--- src/rtl/pipe_pkg.sv ---
// rtl/pipe_pkg.sv - shared pipeline-stage control bundle layout, reset encodings and helpers
package pipe_pkg;

  // IF/ID control bundle
  localparam int IFID_BIT_PRED_TAKEN  = 0;
  localparam int IFID_BIT_FETCH_FAULT = 1;
  localparam int IFID_CTRL_W          = 2;

  // ID/EX control bundle
  localparam int IDEX_BIT_REG_WRITE  = 0;
  localparam int IDEX_BIT_MEM_READ   = 1;
  localparam int IDEX_BIT_MEM_WRITE  = 2;
  localparam int IDEX_BIT_MEM_TO_REG = 3;
  localparam int IDEX_BIT_ALU_SRC    = 4;
  localparam int IDEX_BIT_BR_Z       = 5;
  localparam int IDEX_BIT_BR_NZ      = 6;
  localparam int IDEX_BIT_JUMP       = 7;
  localparam int IDEX_ALU_OP_LSB     = 8;
  localparam int IDEX_ALU_OP_W       = 4;
  localparam int IDEX_CTRL_W         = 16;

  // EX/MEM/WB control bundle
  localparam int EXWB_BIT_REG_WRITE  = 0;
  localparam int EXWB_BIT_MEM_READ   = 1;
  localparam int EXWB_BIT_MEM_WRITE  = 2;
  localparam int EXWB_BIT_MEM_TO_REG = 3;
  localparam int EXWB_CTRL_W         = 4;

  // All-zero is the side-effect-free encoding for every stage bundle
  localparam logic [IFID_CTRL_W-1:0] IFID_CTRL_RST = '0;
  localparam logic [IDEX_CTRL_W-1:0] IDEX_CTRL_RST = '0;
  localparam logic [EXWB_CTRL_W-1:0] EXWB_CTRL_RST = '0;

  typedef struct packed {
    logic [3:0] spare;
    logic [3:0] alu_op;
    logic       jump;
    logic       br_nz;
    logic       br_z;
    logic       alu_src;
    logic       mem_to_reg;
    logic       mem_write;
    logic       mem_read;
    logic       reg_write;
  } idex_ctrl_t;

  typedef enum logic [1:0] {
    OCC_EMPTY = 2'd0,
    OCC_ONE   = 2'd1,
    OCC_TWO   = 2'd2
  } occ_e;

  // The skid entry is only ever valid behind a valid main entry
  function automatic occ_e occupancy(input logic main_valid, input logic skid_valid);
    if (main_valid && skid_valid) return OCC_TWO;
    if (main_valid || skid_valid) return OCC_ONE;
    return OCC_EMPTY;
  endfunction

endpackage

--- src/rtl/pipe_reg_slot.sv ---
// rtl/pipe_reg_slot.sv - one valid + data + ctrl register with load and clear enables
module pipe_reg_slot #(
  parameter int                 DATA_W   = 96,
  parameter int                 CTRL_W   = 16,
  parameter logic [CTRL_W-1:0]  CTRL_RST = {CTRL_W{1'b0}}
) (
  input  logic              clk,
  input  logic              rst,
  input  logic              clear,
  input  logic              load,
  input  logic [DATA_W-1:0] load_data,
  input  logic [CTRL_W-1:0] load_ctrl,
  output logic              valid,
  output logic [DATA_W-1:0] data,
  output logic [CTRL_W-1:0] ctrl
);

  // Clear wins over load; data is left alone on clear so only ctrl must be scrubbed
  always_ff @(posedge clk or posedge rst) begin
    if (rst) begin
      valid <= 1'b0;
      data  <= '0;
      ctrl  <= CTRL_RST;
    end else if (clear) begin
      valid <= 1'b0;
      ctrl  <= CTRL_RST;
    end else if (load) begin
      valid <= 1'b1;
      data  <= load_data;
      ctrl  <= load_ctrl;
    end
  end

endmodule

--- src/rtl/pipe_stage_buf.sv ---
// rtl/pipe_stage_buf.sv - parametrised pipeline-stage register with handshake, flush and optional skid entry
module pipe_stage_buf
  import pipe_pkg::*;
#(
  parameter int                 DATA_W   = 96,
  parameter int                 CTRL_W   = 16,
  parameter logic [CTRL_W-1:0]  CTRL_RST = {CTRL_W{1'b0}},
  parameter int                 SKID     = 0
) (
  input  logic              clk,
  input  logic              rst,
  input  logic              flush,
  input  logic              in_valid,
  output logic              in_ready,
  input  logic [DATA_W-1:0] in_data,
  input  logic [CTRL_W-1:0] in_ctrl,
  output logic              out_valid,
  input  logic              out_ready,
  output logic [DATA_W-1:0] out_data,
  output logic [CTRL_W-1:0] out_ctrl,
  output logic [1:0]        level
);

  logic              main_load;
  logic              main_clear;
  logic [DATA_W-1:0] main_src_data;
  logic [CTRL_W-1:0] main_src_ctrl;
  logic              main_valid;

  pipe_reg_slot #(
    .DATA_W   (DATA_W),
    .CTRL_W   (CTRL_W),
    .CTRL_RST (CTRL_RST)
  ) u_main (
    .clk       (clk),
    .rst       (rst),
    .clear     (main_clear),
    .load      (main_load),
    .load_data (main_src_data),
    .load_ctrl (main_src_ctrl),
    .valid     (main_valid),
    .data      (out_data),
    .ctrl      (out_ctrl)
  );

  assign out_valid = main_valid;

  generate
    if (SKID != 0) begin : g_skid
      logic              skid_load;
      logic              skid_clear;
      logic              skid_valid;
      logic [DATA_W-1:0] skid_data;
      logic [CTRL_W-1:0] skid_ctrl;
      logic              accept;
      logic              main_free;

      pipe_reg_slot #(
        .DATA_W   (DATA_W),
        .CTRL_W   (CTRL_W),
        .CTRL_RST (CTRL_RST)
      ) u_skid (
        .clk       (clk),
        .rst       (rst),
        .clear     (skid_clear),
        .load      (skid_load),
        .load_data (in_data),
        .load_ctrl (in_ctrl),
        .valid     (skid_valid),
        .data      (skid_data),
        .ctrl      (skid_ctrl)
      );

      // in_ready comes straight from a flop, so out_ready never reaches upstream
      assign in_ready  = !skid_valid;
      assign accept    = in_valid && in_ready;
      assign main_free = !main_valid || out_ready;

      always_comb begin
        main_load     = 1'b0;
        main_clear    = 1'b0;
        skid_load     = 1'b0;
        skid_clear    = 1'b0;
        main_src_data = skid_valid ? skid_data : in_data;
        main_src_ctrl = skid_valid ? skid_ctrl : in_ctrl;
        if (flush) begin
          main_clear = 1'b1;
          skid_clear = 1'b1;
        end else if (main_free) begin
          if (skid_valid) begin
            main_load  = 1'b1;
            skid_clear = 1'b1;
          end else if (accept) begin
            main_load  = 1'b1;
          end else begin
            main_clear = 1'b1;
          end
        end else if (accept) begin
          skid_load = 1'b1;
        end
      end

      assign level = occupancy(main_valid, skid_valid);
    end else begin : g_single
      assign in_ready      = !main_valid || out_ready;
      assign main_src_data = in_data;
      assign main_src_ctrl = in_ctrl;
      // An open slot with no incoming payload takes a bubble
      assign main_load     = !flush && in_valid && in_ready;
      assign main_clear    = flush || (in_ready && !in_valid);
      assign level         = occupancy(main_valid, 1'b0);
    end
  endgenerate

endmodule

--- config.mk ---
export PLATFORM = sky130hd
export DESIGN_NAME = pipe_stage_buf
export DESIGN_NICKNAME = d
export VERILOG_FILES = /design/src/rtl/pipe_pkg.sv /design/src/rtl/pipe_reg_slot.sv /design/src/rtl/pipe_stage_buf.sv
export SDC_FILE = /design/constraint.sdc
export NUM_CORES = 1
export LEC_CHECK = 0
export CAP_MARGIN = 20
export CORE_ASPECT_RATIO = 1.4
export CORE_MARGIN = 1.5
export CORE_UTILIZATION = 35
export CTS_BUF_LIST = sky130_fd_sc_hd__clkbuf_8
export DETAILED_ROUTE_END_ITERATION = 10
export HOLD_SLACK_MARGIN = 0.06
export PLACE_DENSITY = 0.73
export SETUP_SLACK_MARGIN = 0.2
export SYNTH_ARGS = -nofsm -noshare
export SYNTH_HDL_FRONTEND = slang
export SYNTH_SLANG_ARGS = --single-unit
--- constraint.sdc ---
create_clock -name clk -period 4 [get_ports clk]
set_input_delay 0.4 -clock clk [delete_from_list [all_inputs] [get_ports clk]]
set_output_delay 0.4 -clock clk [all_outputs]
set_load 0.02 [all_outputs]
==> flow_results.xml, run 1 <==
<?xml version="1.0" encoding="UTF-8"?>
<metrics>
  <group name="status">
    <metric name="status" unit="">completed</metric>
  </group>
  <group name="power">
    <metric name="irDropWorstVdd" unit="V">0.0002623</metric>
    <metric name="p_per_area" unit="nW/um2">490.4</metric>
    <metric name="total_leakage_power" unit="nW">2.954</metric>
  </group>
  <group name="sta">
    <metric name="setup_violations" unit="">0</metric>
    <metric name="final_hold_viol_count" unit="">0</metric>
    <metric name="timing.setup.tns" unit="ns">0</metric>
    <metric name="max_freq" unit="MHz">411.5</metric>
    <metric name="finalClockSkew" unit="ns">0.01047</metric>
    <metric name="post-route-period-util" unit="">0.6076</metric>
    <metric name="slew_viol_final" unit="">0</metric>
    <metric name="grt_setup_unrepaired" unit="">false</metric>
    <metric name="maxSlewHeadroom" unit="">0.5496</metric>
    <metric name="max_slew.worst_pin.slew" unit="ns">0.6735</metric>
    <metric name="period_needed" unit="ns">2.430</metric>
  </group>
  <group name="setup_path">
    <metric name="cp.arrival" unit="ns">2.03</metric>
    <metric name="critPathSlowestCell" unit="">clkdlybuf4s50_1</metric>
    <metric name="worst-setup-path-type" unit="">reg2out</metric>
    <metric name="timing.critical_path.fanout_max" unit="">17</metric>
    <metric name="cpPeakStageDelay" unit="ns">0.67</metric>
    <metric name="cp_num_buf_inv" unit="">2</metric>
    <metric name="worstPathRequired" unit="ns">3.60</metric>
    <metric name="critical_path.endpoint_type" unit="">primary output</metric>
    <metric name="crit_path_cell_trace" unit="">nor2b_1 &gt; clkinv_1 &gt; clkdlybuf4s50_1</metric>
    <metric name="startpoint_type" unit="">register</metric>
    <metric name="crit_family" unit="">buffers and inverters</metric>
  </group>
  <group name="place">
    <metric name="io_buffer_count" unit="">231</metric>
    <metric name="dp.final_hpwl" unit="mm">8.095</metric>
    <metric name="place_congestion" unit="">0.7413</metric>
  </group>
  <group name="cts">
    <metric name="cts_buffers" unit="">17</metric>
    <metric name="cts_setup_buffers" unit="">0</metric>
    <metric name="clk_transition_reported_paths" unit="ns">0.07</metric>
    <metric name="clock_path_buffers" unit="">2</metric>
    <metric name="insertion_delay" unit="ns">0.42</metric>
    <metric name="cts_sinks" unit="">113</metric>
    <metric name="ctsHtreeMaxLevel" unit="">4</metric>
    <metric name="clock-root-buffer" unit="">clkbuf_8</metric>
    <metric name="post_cts_hold_buffer_count" unit="">0</metric>
    <metric name="postCtsResizedCells" unit="">0</metric>
    <metric name="cts_tree" unit="">done</metric>
  </group>
  <group name="synthesis">
    <metric name="synth_register_bits" unit="">113</metric>
    <metric name="syn-instance-count" unit="">283</metric>
    <metric name="ys_types" unit="">17</metric>
    <metric name="synth.net_count" unit="">400</metric>
    <metric name="ys.warnings.count" unit="">0</metric>
    <metric name="synth.avg_cell_area" unit="um2">15.17</metric>
    <metric name="syn-cell-area" unit="um2">4294</metric>
    <metric name="synth.yosys.seq_area_share" unit="">0.6585</metric>
  </group>
  <group name="global_routing">
    <metric name="met1_usage" unit="">0.1781</metric>
    <metric name="gr-usage-all-layers" unit="">0.1746</metric>
    <metric name="grt_antenna_before_repair" unit="">0</metric>
    <metric name="globalRouteMet3Util" unit="">0.07504</metric>
    <metric name="grt.overflow.total" unit="">0</metric>
    <metric name="first_pass_grt_wire_length" unit="mm">17.66</metric>
    <metric name="grt.met2_usage" unit="">0.3085</metric>
    <metric name="grt_pass1_vias" unit="">3430</metric>
    <metric name="top_usage_layer" unit="">met2</metric>
    <metric name="grt_max_degree" unit="">97</metric>
  </group>
  <group name="route">
    <metric name="route.detailed.vias_per_inst" unit="">4.659</metric>
    <metric name="detail-route-antenna-nets" unit="">0</metric>
    <metric name="drt-initial-drc-count" unit="">61</metric>
    <metric name="detail_route.first_pass.iterations" unit="">6</metric>
    <metric name="route.detailed.wl_per_inst" unit="um">16.29</metric>
    <metric name="remaining_drc_errors" unit="">0</metric>
    <metric name="wirelength" unit="mm">11.03</metric>
    <metric name="detailroute.via_count" unit="">3154</metric>
  </group>
  <group name="floorplanning">
    <metric name="floorplan.rows" unit="">47</metric>
    <metric name="core_area" unit="um2">11880</metric>
    <metric name="dieHeight" unit="um">134.1</metric>
    <metric name="io_pins" unit="">233</metric>
    <metric name="horizontal_extent_of_the_die" unit="um">96.62</metric>
    <metric name="die_area" unit="um2">12950</metric>
    <metric name="initial_core_util" unit="">0.3615</metric>
  </group>
  <group name="cells_and_area">
    <metric name="flow.area_growth_from_synthesis" unit="%">66.70</metric>
    <metric name="most_used_cells_in_the_layout_excluding_fill_and_tap_cells" unit="">clkdlybuf4s50_1, dfrtp_1, mux2_2</metric>
    <metric name="layout_commonest_cell" unit="">clkdlybuf4s50_1</metric>
    <metric name="final_nets" unit="">634</metric>
    <metric name="post-route-util" unit="">0.6026</metric>
    <metric name="antenna_cells" unit="">0</metric>
    <metric name="final_layout_size_suffix_gt1_frac" unit="">0.1717</metric>
  </group>
  <group name="flow_run">
    <metric name="maxCapViolCount" unit="">0</metric>
  </group>
  <group name="min_path">
    <metric name="hp-class" unit="">in2async</metric>
  </group>
</metrics>
worst paths after layout:
check                                 from         endpoint  slack, ns  cells after the start
max                           u_main.valid         in_ready       1.57                      3
min                                    rst  u_main.data[88]       0.44                      2
max reg2reg                   u_main.valid  u_main.data[66]       2.00                      5
min reg2reg                u_main.data[59]  u_main.data[59]       0.49                      1
max in group asynchronous              rst  u_main.data[28]       2.79                      3
min in group clk           u_main.data[59]  u_main.data[59]       0.49                      1
metrics by stage:
step	cell area, um2	std cells	power, W	setup slack (ns)	hold slack (ns)
after global routing	7158	677	0.003675	1.401	0.5050
after floorplan	4294	283	0.001841	0.6126	0.5347
after global placement	6719	645	0.002349	1.479	0.4661
after CTS	7158	677	0.003566	1.510	0.4580
final	7158	677	0.003510	1.570	0.4426
after detailed placement	6719	645	0.002373	1.417	0.4748
cells by family after synthesis:
family                 Yosys count  synth area share
DFF                            113            0.6585
muxes                           96            0.2517
and+or+nand+nor                 36           0.04021
buffers and inverters           21           0.03001
AOI/OAI and AO/OA               16           0.01865
other                            1         0.0008733
state kept, by name, summed over array words and instances (netlist names):
name,flops
u_main.data,96
u_main.valid,1
u_main.ctrl,16
per-layer routing:
layer  routed length (um)  part of all wire  vias to the layer above
li1                     -                 -                     1447
met1                 4062              0.37                     1533
met2                 5791              0.53                      159
met3                  967             0.088                       15
met4                  204             0.019                        0
met5                    0                 0                        -
power by group:
| part | switching [W] | leakage, nW | total (W) | internal, W |
|---|---|---|---|---|
| logic | 0.000423 | 1.37 | 0.000940 | 0.000517 |
| registers | 0.0000851 | 1.36 | 0.00140 | 0.00132 |
| clock network | 0.000448 | 0.231 | 0.00117 | 0.000721 |
cells in the mapped netlist (all sizes together):
library cell  count  area [um2]
a21oi            16       80.08
buf              16       110.1
clkbuf            3       11.26
clkinv            1       3.750
conb              1       3.750
dfrtp           113        2828
inv               1       3.750
mux2             96        1081
nand2            16       60.06
nand3            16       80.08
nor2              2       7.510
nor2b             1       6.260
nor3b             1       18.77
layout make-up:
| class | count | area (um2) |
|---|---|---|
| well taps | 147 | 183.9 |
| repair buffers | 234 | 2360 |
| multi-input cells | 149 | 1338 |
| fillers | 958 | 4721 |
| clock buffers | 20 | 275.3 |
| flip-flops and latches | 113 | 2828 |
| inverters | 2 | 10.01 |
| clock inverters | 12 | 163.9 |
(Power assumes the default switching activity.)
==> run 2: changes to the inputs <==
--- a/config.mk
+++ b/config.mk
@@ -12,7 +12,7 @@
 export CTS_BUF_LIST = sky130_fd_sc_hd__clkbuf_8
 export DETAILED_ROUTE_END_ITERATION = 10
 export HOLD_SLACK_MARGIN = 0.06
-export PLACE_DENSITY = 0.73
+export PLACE_DENSITY = 0.76
 export SETUP_SLACK_MARGIN = 0.2
 export SYNTH_ARGS = -nofsm -noshare
 export SYNTH_HDL_FRONTEND = slang
==> constraint.sdc (replaced) <==
create_clock -name clk -period 2.2 [get_ports clk]
set_input_delay 0.22 -clock clk [delete_from_list [all_inputs] [get_ports clk]]
set_output_delay 0.22 -clock clk [all_outputs]
set_load 0.02 [all_outputs]
==> flow_results.xml, run 2 (synthesized netlist as in run 1, its figures left out) <==
<?xml version="1.0" encoding="UTF-8"?>
<metrics>
  <group name="status">
    <metric name="status" unit="">completed</metric>
  </group>
  <group name="floorplanning">
    <metric name="horizontal_extent_of_the_die" unit="um">96.62</metric>
    <metric name="io_pins" unit="">233</metric>
    <metric name="core_area" unit="um2">11880</metric>
    <metric name="initial_core_util" unit="">0.3615</metric>
    <metric name="dieHeight" unit="um">134.1</metric>
    <metric name="floorplan.rows" unit="">47</metric>
    <metric name="die_area" unit="um2">12950</metric>
  </group>
  <group name="global_routing">
    <metric name="gr-usage-all-layers" unit="">0.1769</metric>
    <metric name="first_pass_grt_wire_length" unit="mm">18.13</metric>
    <metric name="grt_pass1_vias" unit="">3590</metric>
    <metric name="grt.overflow.total" unit="">0</metric>
    <metric name="grt_max_degree" unit="">76</metric>
    <metric name="grt_antenna_before_repair" unit="">0</metric>
  </group>
  <group name="cts">
    <metric name="insertion_delay" unit="ns">0.41</metric>
    <metric name="clock-root-buffer" unit="">clkbuf_8</metric>
    <metric name="cts_tree" unit="">done</metric>
    <metric name="clk_transition_reported_paths" unit="ns">0.07</metric>
    <metric name="cts_sinks" unit="">113</metric>
    <metric name="post_cts_hold_buffer_count" unit="">0</metric>
    <metric name="cts_buffers" unit="">17</metric>
    <metric name="ctsHtreeMaxLevel" unit="">4</metric>
    <metric name="clock_path_buffers" unit="">2</metric>
  </group>
  <group name="place">
    <metric name="io_buffer_count" unit="">231</metric>
    <metric name="place_congestion" unit="">0.7857</metric>
    <metric name="place.detailed.instances" unit="">657</metric>
    <metric name="dp.final_hpwl" unit="mm">8.522</metric>
  </group>
  <group name="route">
    <metric name="route.detailed.vias_per_inst" unit="">4.746</metric>
    <metric name="dr_wl_met3" unit="um">789</metric>
    <metric name="detail-route-antenna-nets" unit="">0</metric>
    <metric name="drt-initial-drc-count" unit="">67</metric>
    <metric name="highest_layer" unit="">met4</metric>
    <metric name="drt-met1-wl" unit="mm">4.086</metric>
    <metric name="route.detailed.wl_per_inst" unit="um">16.11</metric>
    <metric name="detail_route.first_pass.iterations" unit="">4</metric>
    <metric name="wirelength" unit="mm">11.10</metric>
    <metric name="remaining_drc_errors" unit="">0</metric>
    <metric name="detailroute.wirelength.met2" unit="mm">5.880</metric>
    <metric name="detailroute.via_count" unit="">3270</metric>
  </group>
  <group name="power">
    <metric name="irDropWorstVdd" unit="V">0.0004205</metric>
    <metric name="total_power" unit="W">0.006026</metric>
    <metric name="p_per_area" unit="nW/um2">835.2</metric>
    <metric name="total_leakage_power" unit="nW">2.988</metric>
  </group>
  <group name="cells_and_area">
    <metric name="final-instance-count-excl-fill" unit="">689</metric>
    <metric name="largest_reg_flops" unit="">96</metric>
    <metric name="num-fill-cells" unit="">927</metric>
    <metric name="flow.area_growth_from_synthesis" unit="%">68.04</metric>
    <metric name="final_layout_size_suffix_gt1_frac" unit="">0.1919</metric>
    <metric name="most_used_cells_in_the_layout_excluding_fill_and_tap_cells" unit="">clkdlybuf4s50_1, dfrtp_1, mux2_2</metric>
    <metric name="reg.largest.list" unit="">u_main.data (96), u_main.ctrl (16), u_main.valid (1)</metric>
    <metric name="antenna_cells" unit="">0</metric>
    <metric name="final_nets" unit="">646</metric>
    <metric name="layout_commonest_cell" unit="">clkdlybuf4s50_1</metric>
    <metric name="largest_register" unit="">u_main.data</metric>
  </group>
  <group name="setup_path">
    <metric name="critical_path.endpoint_type" unit="">register</metric>
    <metric name="startpoint_type" unit="">register</metric>
    <metric name="worst-setup-path-type" unit="">reg2reg</metric>
    <metric name="critPathSlowestCell" unit="">dfrtp_1</metric>
    <metric name="cpPeakStageDelay" unit="ns">0.40</metric>
    <metric name="timing.critical_path.fanout_max" unit="">24</metric>
    <metric name="path_common_cell" unit="">buf_12</metric>
    <metric name="worstPathRequired" unit="ns">2.49</metric>
    <metric name="cp.arrival" unit="ns">1.98</metric>
    <metric name="crit_path_cell_trace" unit="">nor2b_4 &gt; nor3b_4 &gt; buf_12 &gt; buf_12 &gt; mux2_2</metric>
  </group>
  <group name="sta">
    <metric name="final_hold_viol_count" unit="">0</metric>
    <metric name="finalClockSkew" unit="ns">0.009322</metric>
    <metric name="hold_ws" unit="ns">0.2704</metric>
    <metric name="setup_violations" unit="">0</metric>
    <metric name="grt_setup_unrepaired" unit="">false</metric>
    <metric name="slew_viol_final" unit="">0</metric>
    <metric name="period_needed" unit="ns">1.686</metric>
    <metric name="timing.setup.tns" unit="ns">0</metric>
    <metric name="post-route-period-util" unit="">0.7664</metric>
    <metric name="max_freq" unit="MHz">593.1</metric>
  </group>
  <group name="min_path">
    <metric name="hp-class" unit="">in2async</metric>
  </group>
  <group name="flow_run">
    <metric name="maxCapViolCount" unit="">0</metric>
  </group>
</metrics>
run 2: cell count changes in the layout (fill, tap and decap cells not counted), sizes merged:
cell / before / now
clkdlybuf4s50: 231 / 230
inv: 3 / 2
clkbuf: 20 / 19
buf: 3 / 15
bufinv: 4 / 1
clkinv: 6 / 9
clkinvlp: 1 / 3
dlymetal6s2s: 0 / 1
run 2: where the power goes:
| part | internal, W | total [W] | switching, W |
|---|---|---|---|
| sequential | 0.00239 | 0.00255 | 0.000158 |
| clock | 0.000929 | 0.00173 | 0.000805 |
| combinational | 0.000964 | 0.00174 | 0.000776 |
run 2: final timing paths:
kind	slack [ns]	startpoint	endpoint	cells after the start
max	0.51	u_main.valid	u_main.data[69]	5
min	0.27	rst	u_main.data[66]	3
max reg2reg	0.51	u_main.valid	u_main.data[69]	5
min reg2reg	0.48	u_main.data[28]	u_main.data[28]	1
max in group asynchronous	1.52	rst	u_main.data[8]	3
min in group clk	0.38	in_ctrl[7]	u_main.ctrl[7]	3
run 2: per-layer routing:
layer	GRT usage	up-vias
met5	0	-
met4	0.07568	0
met3	0.06045	26
met2	0.3139	185
met1	0.1914	1588
li1	-	1471
run 2: repair_timing:
item,CTS,global route
resized for setup,2,1
setup endpoints to repair,1,1
buffers inserted,0,0
run 2: worst max-delay path, delay by kind of cell, from the launching register on:
| kind | cells | cell delay, ns |
|---|---|---|
| DFF | 1 | 0.40 |
| buffers and inverters | 2 | 0.40 |
| and+or+nand+nor | 2 | 0.39 |
| muxes | 1 | 0.35 |
run 2: area by class of cell:
cell class	count	area, um2	share of cell area
multi-input combinational	149	1345	0.1864
timing repair buffer	246	2490	0.3451
clock inverter	13	96.34	0.01335
clock buffer	19	261.5	0.03624
tap	147	183.9	0.02549
inverter	2	11.26	0.001561
sequential	113	2828	0.3919
run 2: through the flow:
stage	instance area (um2)	util	setup WS (ns)
after floorplan	4298	-	0.4181
after global routing	7216	0.6074	0.4629
after CTS	7213	0.6072	0.2352
after detailed placement	6848	0.5765	0.2086
after global placement	6848	0.5765	0.1944
final	7216	0.6074	0.5140
==> patch: new RTL, flow settings as in run 1 <==
`DATA_W` is set to 96 in 2 places; all go to 192.
--- a/src/rtl/pipe_reg_slot.sv
+++ b/src/rtl/pipe_reg_slot.sv
@@ -1,6 +1,6 @@
 // rtl/pipe_reg_slot.sv - one valid + data + ctrl register with load and clear enables
 module pipe_reg_slot #(
-  parameter int                 DATA_W   = 96,
+  parameter int                 DATA_W   = 192,
   parameter int                 CTRL_W   = 16,
   parameter logic [CTRL_W-1:0]  CTRL_RST = {CTRL_W{1'b0}}
 ) (
--- a/src/rtl/pipe_stage_buf.sv
+++ b/src/rtl/pipe_stage_buf.sv
@@ -2,7 +2,7 @@
 module pipe_stage_buf
   import pipe_pkg::*;
 #(
-  parameter int                 DATA_W   = 96,
+  parameter int                 DATA_W   = 192,
   parameter int                 CTRL_W   = 16,
   parameter logic [CTRL_W-1:0]  CTRL_RST = {CTRL_W{1'b0}},
   parameter int                 SKID     = 0
Ports: changed (resized in_data and out_data); port bits go from 233 to 425. The function was not compared with the original's and may differ.
==> patch against run 1 <==
  * Worst hold slack lost 0.0023 ns
  * Final area rose by 81%
  * Setup slack worse by 0.29 ns
  * Routed wire length grew 96%
  * Combinational power is 93% higher
  * Sequential cell count is 96 higher
  * Power increased by 72%
  * Area after synthesis up 87%
  * Largest cell class unchanged
==> patch: results (changes against run 1) <==
* Post-CTS Setup Inserts at 0 (unchanged)
* Reg2reg end: u_main.data[83]
* Worst setup path category: flop to output port
* Resized Gates After CTS at 0 (unchanged)
* Vias/cell at 4.54 (-2.5%)
* Max clock buf depth at 3 (+1)
* Drt total wl at 21600 µm (+96%)
* Worst path slowest cell: clkdlybuf4s50_1
* Gr usage total at 17.9% (+0.48 points)
* Global-route wire length before repair at 32700 µm (+85%)
* Met3 usage at 6.74% (-0.76 points)
* Synth area leaders: dfrtp_1 (65%), mux2_1 (15%), mux2_2 (12%)
* Run status: completed
* Min-Delay Path Class: primary input to asynchronous set/reset pin
* Netlist cell types at 18 (+1)
* Worst Path Max Fanout at 19 (+2)
* DR iter-0 viols at 150 (+150%)
* Clock-pin slew on the worst setup and hold paths at 0.06 ns
* 1st-pass router iterations at 4 (-2)
* Number of flops mapped to enable cells by yosys at 0 (unchanged)
* Setup crit end: in_ready
* Initial antenna violation count at 0 (unchanged)
* Ratio of cells with drive above 1 in the final layout at 14.0% (-3.2 points)
* Met1 Usage GRT at 18.7% (+0.92 points)
* # fillers at 1887 (+97%)
* Clock skew at 0.0108 ns (+0.000285 ns)
* GR Layer Usage met2 at 31.8% (+0.98 points)
* Crit path largest cell delay at 0.67 ns (about the same)
* Biggest regs: u_main.data x192, u_main.ctrl x16, u_main.valid x1
* Sequential share of the synthesized area at 65.2% (-0.64 points)
* GPL Wtd Cong at 0.764 (+3.1%)
* Nets at 1136 (+79%)
* Syn nets at 699 (+75%)
* Reg2reg setup slack at 1.90 ns (-0.10 ns)
* Arrival @ worst endpoint at 2.32 ns (+0.29 ns)
* H-tree Lvls at 2 (-2)
* CTS Buf Count at 34 (+17)
* Critical R2R Launch: u_main.valid
* Static Leakage at 5.35 nW (+81%)
* Kind of cell adding the most delay to the critical path: buffers and inverters
* CTS root buffer: clkbuf_8
* Largest net degree at the start of global routing at 100 (+3.1%)
* Worst-Skew Late Latency at 0.49 ns (+0.07 ns)
* Slew HR at 39.5% (-15 points)
* Internal Power at 4.29 mW (+68%)
* DPL Wire Length at 16000 µm (+98%)
* Most instantiated cells after synthesis: dfrtp_1 (209), mux2_1 (110), mux2_2 (82)
* Number of I/O port buffers at 423 (+83%)
* VDD IR-drop max at 262 µV (about the same)
* Vias in the first global route at 6020 (+76%)
patch: changes by cell type after synthesis, sizes merged:
cell / delta
dfrtp: +96
buf: +11
mux2: +96
patch: layout make-up:
| type | instances | area (µm²) | area share [%] |
|---|---|---|---|
| sequential | 209 | 5230 | 40.4 |
| clock buffer | 38 | 523 | 4.04 |
| tap | 301 | 377 | 2.91 |
| multi-input combinational | 245 | 2420 | 18.7 |
| timing repair buffer | 431 | 4340 | 33.5 |
| inverter | 2 | 11.3 | 0.0870 |
| clock inverter | 12 | 46.3 | 0.357 |
patch: metrics by stage:
| stage | worst slack [ns] | instance area (µm²) | hold WS [ns] | power (mW) | instances |
|---|---|---|---|---|---|
| detailed placement | 1.31 | 12400 | 0.474 | 4.49 | 1188 |
| CTS | 1.23 | 12900 | 0.425 | 6.16 | 1238 |
| global route | 1.12 | 12900 | 0.448 | 6.36 | 1238 |
| finish | 1.28 | 12900 | 0.440 | 6.05 | 1238 |
| global placement | 1.34 | 12400 | 0.466 | 4.45 | 1188 |
| floorplan | 0.886 | 8020 | 0.535 | 3.47 | 486 |
patch: cells by family after synthesis:
logic type,after synthesis,synth area share (%)
DFF,209,65.2
AOI/OAI and AO/OA,16,0.998
other,1,0.0468
muxes,192,27.0
and+or+nand+nor,36,2.15
buffers and inverters,32,4.63
patch: per-layer routing:
metal | vias to the layer above | part of all wire (%)
li1 | 2557 | -
met1 | 2721 | 34
met4 | 0 | 3.6
met3 | 54 | 11
met5 | - | 0
met2 | 293 | 52
patch: power by group through the flow:
stage | Clock [mW] | Combinational, mW | Sequential [mW]
after floorplan | 0 | 0.393 | 3.08
after global placement | 0 | 1.81 | 2.64
after detailed placement | 0 | 1.83 | 2.66
after CTS | 1.71 | 1.83 | 2.62
after global routing | 1.78 | 1.91 | 2.67
final | 1.62 | 1.81 | 2.62
